`src/rtl/vram_pixel_fetch.sv`:
```
// VRAM pixel fetch: 2-cycle lookahead, 4x scaled framebuffer read,
// blinking crosshair cursor overlay.
module vram_pixel_fetch #(
  parameter int H_TOTAL      = 1040,
  parameter int V_TOTAL      = 666,
  parameter int H_ACTIVE     = 800,
  parameter int V_ACTIVE     = 600,
  parameter int FB_W         = 200,
  parameter int CUR_ARM      = 4,
  parameter logic [11:0] CUR_COLOR = 12'hFFF,
  parameter int BLINK_FRAMES = 36
) (
  input  logic        pclk,
  input  logic        rstn,
  input  logic [10:0] hcount,
  input  logic [9:0]  vcount,
  input  logic [9:0]  cursor_x,
  input  logic [9:0]  cursor_y,
  input  logic        cursor_en,
  output logic [14:0] vram_addr,
  input  logic [11:0] vram_data,
  output logic [11:0] pdata
);

  localparam int BW = $clog2(BLINK_FRAMES);
  localparam logic signed [11:0] ARM = 12'(CUR_ARM);

  logic [11:0] h2;
  logic        wrap;
  logic [10:0] nh;
  logic [9:0]  nv;
  logic        act0;
  logic [14:0] y;
  logic [14:0] row;
  logic [14:0] addr0;
  logic signed [11:0] dh;
  logic signed [11:0] dv;
  logic        on_h;
  logic        on_v;
  logic        hit0;
  logic        frame;

  logic        act1;
  logic        hit1;
  logic        act2;
  logic        hit2;
  logic [9:0]  cx;
  logic [9:0]  cy;
  logic [BW-1:0] cnt;
  logic        vis;

  // lookahead by two pixels, wrapping across line and frame
  always_comb begin
    h2   = {1'b0, hcount} + 12'd2;
    wrap = h2 >= 12'(H_TOTAL);
    nh   = wrap ? 11'(h2 - 12'(H_TOTAL)) : h2[10:0];
    nv   = vcount;
    if (wrap) begin
      nv = (vcount == 10'(V_TOTAL - 1)) ? 10'd0 : vcount + 10'd1;
    end
  end

  always_comb begin
    act0 = (nh < 11'(H_ACTIVE)) && (nv < 10'(V_ACTIVE));
    y    = 15'(nv[9:2]);
    if (FB_W == 200) begin
      row = (y << 7) + (y << 6) + (y << 3);
    end else begin
      row = 15'(y * 15'(FB_W));
    end
    addr0 = row + 15'(nh[10:2]);
  end

  // signed distances so arms clip at screen edges
  always_comb begin
    dh   = $signed({1'b0, nh} - {2'b0, cx});
    dv   = $signed({2'b0, nv} - {2'b0, cy});
    on_h = (nv == cy) && (dh <= ARM) && (dh >= -ARM);
    on_v = (nh == {1'b0, cx}) && (dv <= ARM) && (dv >= -ARM);
    hit0 = act0 && cursor_en && vis && (on_h || on_v);
  end

  assign frame = (hcount == 11'(H_TOTAL - 1)) &&
                 (vcount == 10'(V_TOTAL - 1));

  always_ff @(posedge pclk or negedge rstn) begin
    if (!rstn) begin
      vram_addr <= '0;
      act1      <= 1'b0;
      hit1      <= 1'b0;
      act2      <= 1'b0;
      hit2      <= 1'b0;
    end else begin
      vram_addr <= act0 ? addr0 : 15'd0;
      act1      <= act0;
      hit1      <= hit0;
      act2      <= act1;
      hit2      <= hit1;
    end
  end

  always_ff @(posedge pclk or negedge rstn) begin
    if (!rstn) begin
      cx  <= '0;
      cy  <= '0;
      cnt <= '0;
      vis <= 1'b1;
    end else if (frame) begin
      cx <= cursor_x;
      cy <= cursor_y;
      if (cnt == BW'(BLINK_FRAMES - 1)) begin
        cnt <= '0;
        vis <= ~vis;
      end else begin
        cnt <= cnt + 1'b1;
      end
    end
  end

  assign pdata = hit2 ? CUR_COLOR : (act2 ? vram_data : 12'h000);

endmodule

```
`config.mk`:
```
export PLATFORM = sky130hd
export DESIGN_NAME = vram_pixel_fetch
export DESIGN_NICKNAME = d
export VERILOG_FILES = /design/src/rtl/vram_pixel_fetch.sv
export SDC_FILE = /design/constraint.sdc
export NUM_CORES = 1
export LEC_CHECK = 0
export ABC_CLOCK_PERIOD_IN_PS = 6900
export CAP_MARGIN = 20
export CORE_MARGIN = 2
export CORE_UTILIZATION = 58
export DETAILED_ROUTE_END_ITERATION = 7
export GPL_TIMING_DRIVEN = 1
export HOLD_SLACK_MARGIN = 0.1
export PLACE_DENSITY = 0.87
export SLEW_MARGIN = 0
export SYNTH_ARGS = -nofsm -noshare
export SYNTH_HDL_FRONTEND = slang
export SYNTH_SLANG_ARGS = --single-unit
```
`constraint.sdc`:
```
create_clock -name pclk -period 6.9 [get_ports pclk]
set_input_delay 1.38 -clock pclk [delete_from_list [all_inputs] [get_ports pclk]]
set_output_delay 1.38 -clock pclk [all_outputs]
set_load 0.02 [all_outputs]
```
==> summary.md, run 1 <==
| Metric | Value |
|---|---|
| Rows | `32` |
| CP Capture Type | `register` |
| Final std cell area, no fill | `5688 um2` |
| Post-synthesis mux area share | `0.02591` |
| Grt met3 use | `0.05341` |
| Slew margin rel. | `0.5401` |
| Main synth FF type | `dfrtp_1` |
| Adder-Cell Fraction of Synth Area | `0.1850` |
| Top cells by count, synth | `inv_1 (58), ha_1 (52), nand2_1 (47), dfrtp_1 (45), o21ai_0 (41)` |
| Clock H-tree levels | `2` |
| Met2 Usage GRT | `0.5074` |
| Boundary Pins | `83` |
| Final setup vio count | `0` |
| Post-synth cell types | `68` |
| Final period util | `0.9525` |
| Mapped Area | `4491 um2` |
| Share of layout cells above drive strength 1 | `0.08989` |
| Power Internal | `0.0005870 W` |
| Routed len/inst | `16.60 um` |
| CP Data Arrival Time | `6.79 ns` |
| Top cells by area, synth | `dfrtp_1 (25%), ha_1 (14%), inv_1 (4.8%), o21ai_0 (4.6%), fa_1 (4.0%)` |
| Final WS setup | `0.3275 ns` |
| Clock latency on the worst-skew pair | `0.31 ns` |
| Initial antenna violation count | `0` |
| Clock root buffer | `clkbuf_8` |
| EDFF count, synth | `0` |
| Post-CTS Setup Bufs | `0` |
| Clock-pin slew on the worst setup and hold paths | `0.09 ns` |
| First-pass GRT wire length | `20,020 um` |
| Status | `finished, final reports clean` |
| Pre-CTS WS | `-0.03477 ns` |
| Vias post-DR | `4,306` |
| Num CTS Buffers | `5` |
| Syn avg cell area | `8.570 um2` |
| Largest net degree at the start of global routing | `47` |
| Switching part of the total | `0.3511` |
| LEAKAGE | `2.737 nW` |
| Syn Nets | `641` |
| Core Footprint | `7607 um2` |
| CP Class | `input pin to register` |
| Switch Pwr | `0.0003177 W` |
| Critical-path top delay cell | `clkdlybuf4s50_1` |
| WHS | `0.3545 ns` |
| Area after DPL | `5539 um2` |
| CTS tree | `done` |
| Sequential-to-total area share from yosys stat | `0.2566` |
| Aggregate routed wire length | `12,040 um` |
| XOR/XNOR share of the synthesized area | `0.06130` |
| Die ar. | `8462 um2` |
| Top Usage Layer GRT | `met2` |
| N_diodes | `0` |
| CTS max path bufs | `2` |
| Crit-path max FO | `3` |
| Synth Area in Compound Gates | `0.1984` |
| Dpl hpwl | `9760 um` |
| Synthesized netlist cell count | `524` |
| Final number of hold-violating endpoints | `0` |
| Worst path required time | `7.12 ns` |
| Drt drc | `0` |
| Top cell family by delay on the critical path | `adder cells` |
| First DRT Iteration DRCs | `249` |
| Synth top area share | `0.2508` |
| Met1 Use GR | `0.3603` |
| Setup Skew | `0.002543 ns` |
| PD cells | `159.0 nW/um2` |
| Die H | `91.99 um` |
| GRT Total Usage | `0.2958` |
| I/O Buffers | `82` |
| Number of synthesis warnings | `0` |
| Post-synthesis async set-or-reset flop share | `1.000` |
| Via-per-instance ratio | `5.939` |
| HP Class | `register to register` |
| Number of global-route vias before repair | `4,228` |
| Max-slew violation count | `0` |
| Synth-to-Final Area Change | `26.66%` |
| Final RePlAce weighted congestion | `1.033` |
| Fin nets | `739` |
| Peak supply drop | `90.89 uV` |
| Clk pwr share | `0.230` |
| Total congestion overflow | `0` |
| Post-layout min period | `6.573 ns` |
| DR pass1 iterations | `6` |
| Fmax | `0.1521 GHz` |
| Worst Max-Slew Pin Slew | `0.6836 ns` |
| CTS Sinks | `46` |
| Worst Path Buf+Inv | `3` |
| #FFs+latches synth | `46` |
| Number of max-cap violations | `0` |
| Worst-path cell chain | `clkdlybuf4s50_1, ha_1, nand3_1, xor2_1, ha_1, nand2_1, o41ai_4, and4b_1, a211oi_2, mux2i_1, xnor2_2, inv_1, fa_1, fa_1, inv_1, ha_1, nor2b_1, o21ai_0, a21boi_1, o21ai_0, a21boi_1, o21ai_0, a21boi_0, nor3_1` |
| Die width | `91.99 um` |
| Synth Area in Simple Gates | `0.2095` |
| Comb power frac | `0.437` |
| Most frequent cell after synthesis | `inv_1` |
| Initial Utilization | `0.5903` |
| Startpoint Class | `input pin` |
| Largest family of logic cells by synthesized area | `simple AND/OR/NAND/NOR gates` |
| Antenna viol nets, final | `0` |
| Seq pwr share | `0.332` |
| Crit path largest cell delay | `0.51 ns` |
| Post-synth top area cell | `dfrtp_1` |
## through the flow
stage / setup TNS [ns] / cells / util / power (W)
2_1_floorplan: 0 / 524 / - / 0.0005317
3_3_place_gp: 0 / 716 / 0.7281 / 0.0006783
3_5_place_dp: -0.03477 / 716 / 0.7281 / 0.0006929
4_1_cts: 0 / 724 / 0.7429 / 0.0009033
5_1_grt: -0.04580 / 725 / 0.7477 / 0.0009592
6_report: 0 / 725 / 0.7477 / 0.0009046
## per-layer routing
layer | wire [um] | part of all wire
met1 | 5056 | 0.42
met2 | 5728 | 0.48
met3 | 750 | 0.062
met4 | 501 | 0.042
met5 | 0 | 0
## cells by family after synthesis
family	Yosys count
xor+xnor	29
mux	11
fa+ha+maj	61
buf+inv	72
simple gates	175
compound gates	130
flops	46
## worst paths after layout
check / from / slack (ns) / end / depth (start not counted)
max in group asynchronous: rstn / 5.43 / vis / 2
min in group asynchronous: rstn / 0.93 / cy[9] / 1
max reg2reg: cx[1] / 3.97 / hit1 / 10
max: hcount[2] / 0.33 / vram_addr[13] / 24
min: act1 / 0.35 / act2 / 0
min reg2reg: act1 / 0.35 / act2 / 0
## placed cells by master, fill, tap and decap left out, types with 3 or more instances in the layout
cell	Yosys	final
clkdlybuf4s50_1	0	81
and3_1	5	5
xor2_1	14	14
or3_1	10	10
mux2_2	5	5
nor3b_1	4	4
nor3_1	13	13
o21ai_0	41	41
nor4_1	6	6
nand4_1	14	14
and4_1	4	4
mux2i_1	6	6
o21a_1	7	7
clkbuf_8	0	5
buf_4	0	22
a21oi_1	18	18
o31a_1	3	3
a21o_1	19	19
nand3_1	12	12
o211ai_1	4	4
nor2_1	29	29
or2_2	3	3
a311oi_1	3	3
and2_1	4	4
nor2b_1	8	8
o31ai_1	5	5
fa_1	9	9
a21boi_0	6	4
dfrtp_1	45	45
ha_1	52	52
xnor2_1	13	13
nand2_1	47	47
a211oi_1	4	3
inv_1	58	58
## layout make-up
| type | instances | area, um2 |
|---|---|---|
| inverter | 58 | 217.7 |
| multi-input combinational | 406 | 3077 |
| sequential | 46 | 1152 |
| fill | 594 | 1919 |
| tap | 102 | 127.6 |
| timing repair buffer | 105 | 1001 |
| clock inverter | 3 | 43.79 |
| clock buffer | 5 | 68.82 |
## power groups by stage
stage          sequential [W]  clock [W]  combinational, W
4_1_cts              0.000301   0.000212          0.000390
2_1_floorplan        0.000332          0          0.000199
3_5_place_dp         0.000307          0          0.000386
3_3_place_gp         0.000305          0          0.000373
5_1_grt              0.000304   0.000223          0.000433
6_report             0.000301   0.000208          0.000396
## sequential cells by signal (all words and copies together) (netlist names)
signal     flops
cx            10
vis            1
act1           1
act2           1
vram_addr     15
hit2           1
hit1           1
cy            10
cnt            6
## timing repair
action	CTS	global route
setup endpoints to repair	0	2
hold buffers	0	0
resized for setup	0	4
Power figures use the tool's default switching activity.
==> run 2: changes to the inputs <==
--- a/config.mk
+++ b/config.mk
@@ -5,14 +5,15 @@
 export SDC_FILE = /design/constraint.sdc
 export NUM_CORES = 1
 export LEC_CHECK = 0
-export ABC_CLOCK_PERIOD_IN_PS = 6900
+export ABC_CLOCK_PERIOD_IN_PS = 6800
 export CAP_MARGIN = 20
 export CORE_MARGIN = 2
 export CORE_UTILIZATION = 58
 export DETAILED_ROUTE_END_ITERATION = 7
-export GPL_TIMING_DRIVEN = 1
+export DONT_BUFFER_PORTS = 1
+export GPL_TIMING_DRIVEN = 0
 export HOLD_SLACK_MARGIN = 0.1
-export PLACE_DENSITY = 0.87
+export PLACE_DENSITY = 0.74
 export SLEW_MARGIN = 0
 export SYNTH_ARGS = -nofsm -noshare
 export SYNTH_HDL_FRONTEND = slang
==> constraint.sdc (replaced) <==
create_clock -name pclk -period 6.8 [get_ports pclk]
set_input_delay 1.36 -clock pclk [delete_from_list [all_inputs] [get_ports pclk]]
set_output_delay 1.36 -clock pclk [all_outputs]
set_load 0.02 [all_outputs]
==> summary.md, run 2 (same netlist as run 1, synthesis figures left out) <==
| Metric | Value |
|---|---|
| Status | `finished, final reports clean` |
| DR pass1 iterations | `5 (-1)` |
| Post-cts hold buffer count | `0 (unchanged)` |
| Commonest non-fill, non-tap cell in the layout | `inv_1` |
| Power Internal | `0.0004989 W (-15%)` |
| CTS Sinks | `46 (unchanged)` |
| Die width | `91.99 um (unchanged)` |
| Post-layout min period | `6.392 ns` |
| Share of layout cells above drive strength 1 | `0.09176 (+0.001873)` |
| Final WS setup | `0.4077 ns (+0.08025 ns)` |
| Final RePlAce weighted congestion | `0.9194 (-11%)` |
| Number of global-route vias before repair | `3,835 (-9.3%)` |
| Slew margin rel. | `0.5479 (+0.007792)` |
| I/O Buffers | `0 (-100%)` |
| Aggregate routed wire length | `10,550 um (-12%)` |
| Seq pwr share | `0.425 (+0.093)` |
| Worst hold path cell count | `0 (unchanged)` |
| R2R Setup Slk | `3.90 ns (-0.07 ns)` |
| Leading cell types in the layout, fill and taps excluded | `inv_1 (58), ha_1 (51), nand2_1 (47)` |
| Switching part of the total | `0.3651 (+0.01392)` |
| Startpoint Class | `input pin` |
| Drt drc | `0 (unchanged)` |
| Max-slew violation count | `0 (unchanged)` |
| Largest register by flop count | `vram_addr` |
| N_diodes | `0 (unchanged)` |
| Core Footprint | `7607 um2 (unchanged)` |
| Clock latency on the worst-skew pair | `0.31 ns (about the same)` |
| Worst path required time | `7.02 ns (-0.10 ns)` |
| Fin nets | `650 (-12%)` |
| Clock-pin slew on the worst setup and hold paths | `0.09 ns (about the same)` |
| Die H | `91.99 um (unchanged)` |
| Routed len/inst | `16.58 um (-0.11%)` |
| Crit-path max FO | `9 (+6)` |
| HP Class | `register to register` |
| Clk pwr share | `0.243 (+0.013)` |
| GRT Total Usage | `0.2537 (-0.04210)` |
| LEAKAGE | `2.342 nW (-14%)` |
| TNS Setup | `0 ns (unchanged)` |
| Boundary Pins | `83 (unchanged)` |
| Clock root buffer | `clkbuf_8` |
| Top Registers | `vram_addr: 15 flops, cx: 10 flops, cy: 10 flops` |
| Area after DPL | `4618 um2 (-17%)` |
| Worst Max-Slew Pin Slew | `0.6782 ns (-0.005384 ns)` |
| PD cells | `163.6 nW/um2 (+2.9%)` |
| Dpl hpwl | `8558 um (-12%)` |
| Antenna viol nets, final | `0 (unchanged)` |
| Die ar. | `8462 um2 (unchanged)` |
| R2R cell count | `10 (unchanged)` |
| Via-per-instance ratio | `6.096 (+2.6%)` |
| FF-to-FF End | `hit1` |
| CP Data Arrival Time | `6.61 ns (-0.18 ns)` |
| Initial antenna violation count | `0 (unchanged)` |
| Switch Pwr | `0.0002869 W (-9.7%)` |
| Rows | `32 (unchanged)` |
| Largest register FFs | `15 (unchanged)` |
| Pre-CTS WS | `-0.2789 ns (-0.2442 ns)` |
| Hold Crit Start | `hit1` |
| Setup repair after global routing missed its margin | `false` |
| Final setup vio count | `0 (unchanged)` |
| Worst reg2reg path startpoint | `cy[1]` |
| Final period util | `0.9400` |
| Final number of hold-violating endpoints | `0 (unchanged)` |
| Setup Skew | `0.005527 ns (+0.002984 ns)` |
| First DRT Iteration DRCs | `135 (-46%)` |
| Number of max-cap violations | `0 (unchanged)` |
| CP Capture Type | `register` |
| Total congestion overflow | `0 (unchanged)` |
| Comb power frac | `0.331 (-0.106)` |
| Synth-to-Final Area Change | `6.966%` |
| Clock H-tree levels | `2 (unchanged)` |
| CTS tree | `done` |
| First-pass GRT wire length | `17,360 um (-13%)` |
| CTS max path bufs | `2 (unchanged)` |
| Initial Utilization | `0.5903 (unchanged)` |
| Final std cell area, no fill | `4803 um2 (-16%)` |
| Peak supply drop | `77.86 uV (-14%)` |
| Num CTS Buffers | `5 (unchanged)` |
| Worst Hold Path EP | `hit2` |
| CP Class | `input pin to register` |
| Vias post-DR | `3,877 (-10%)` |
| Largest net degree at the start of global routing | `47 (unchanged)` |
| Fmax | `0.1564 GHz` |
## run 2: cell count changes in the layout (fill, tap and decap cells not counted), moves of 4 or more
cell | before | now
clkbuf_1 | 0 | 7
xor2_2 | 0 | 5
buf_2 | 1 | 5
buf_4 | 22 | 2
xor2_1 | 14 | 9
clkdlybuf4s50_1 | 81 | 0
## run 2: cell type report
class                      count  area [um2]
buffer                        14       67.56
clock buffer                   7       96.34
clock inverter                 1       8.758
fill                         682        2804
inverter                      58       217.7
multi-input combinational    406        3118
sequential                    46        1152
tap                          102       127.6
timing repair buffer           2       15.01
## run 2: how the worst max path moves through the flow
stage,start,endpoint,cells past startpoint
after global placement,hcount[1],vram_addr[13],24
final,hcount[1],vram_addr[13],24
after CTS,hcount[1],vram_addr[13],24
after floorplan,hcount[1],vram_addr[13],24
after detailed placement,hcount[1],vram_addr[13],24
after global routing,hcount[1],vram_addr[13],24
## run 2: through the flow
stage | hold slack, ns | total power (W) | cells | util
floorplan | 0.3312 | 0.0005395 | 524 | -
global placement | 0.3334 | 0.0005840 | 626 | 0.6071
detailed placement | 0.3347 | 0.0005913 | 626 | 0.6071
CTS | 0.3548 | 0.0007839 | 634 | 0.6209
global route | 0.3768 | 0.0008360 | 636 | 0.6314
finish | 0.3542 | 0.0007858 | 636 | 0.6314
## run 2: power groups by stage
stage | clock, W | sequential [W] | combinational, W
2_1_floorplan | 0 | 0.000337 | 0.000202
3_3_place_gp | 0 | 0.000340 | 0.000244
3_5_place_dp | 0 | 0.000340 | 0.000251
4_1_cts | 0.000195 | 0.000335 | 0.000254
5_1_grt | 0.000205 | 0.000336 | 0.000295
6_report | 0.000191 | 0.000334 | 0.000260
## run 2: repair_timing
item / CTS / global route
resized for setup: 0 / 14
buffers inserted: 0 / 2
endpoints found under the setup margin: 0 / 4
## run 2: metal layers
layer / track usage / wire (um)
met1: 0.3232 / 4713
met2: 0.4498 / 5069
met3: 0.04273 / 589
met4: 0.05970 / 175
met5: 0 / 0
## run 2: worst max-delay path, cell delays in order
cell      delay, ns
ha_1           0.12
buf_2          0.20
nand3_1        0.14
xor2_2         0.26
ha_1           0.18
nand2_1        0.08
o41ai_4        0.27
and4b_1        0.29
a211oi_2       0.32
mux2i_1        0.31
xnor2_2        0.19
inv_1          0.10
fa_1           0.51
fa_1           0.52
inv_1          0.04
ha_1           0.31
nor2b_1        0.15
o21ai_0        0.20
a21boi_0       0.15
o21ai_0        0.22
a21boi_0       0.14
o21ai_0        0.20
a21boi_0       0.14
nor3_1         0.19
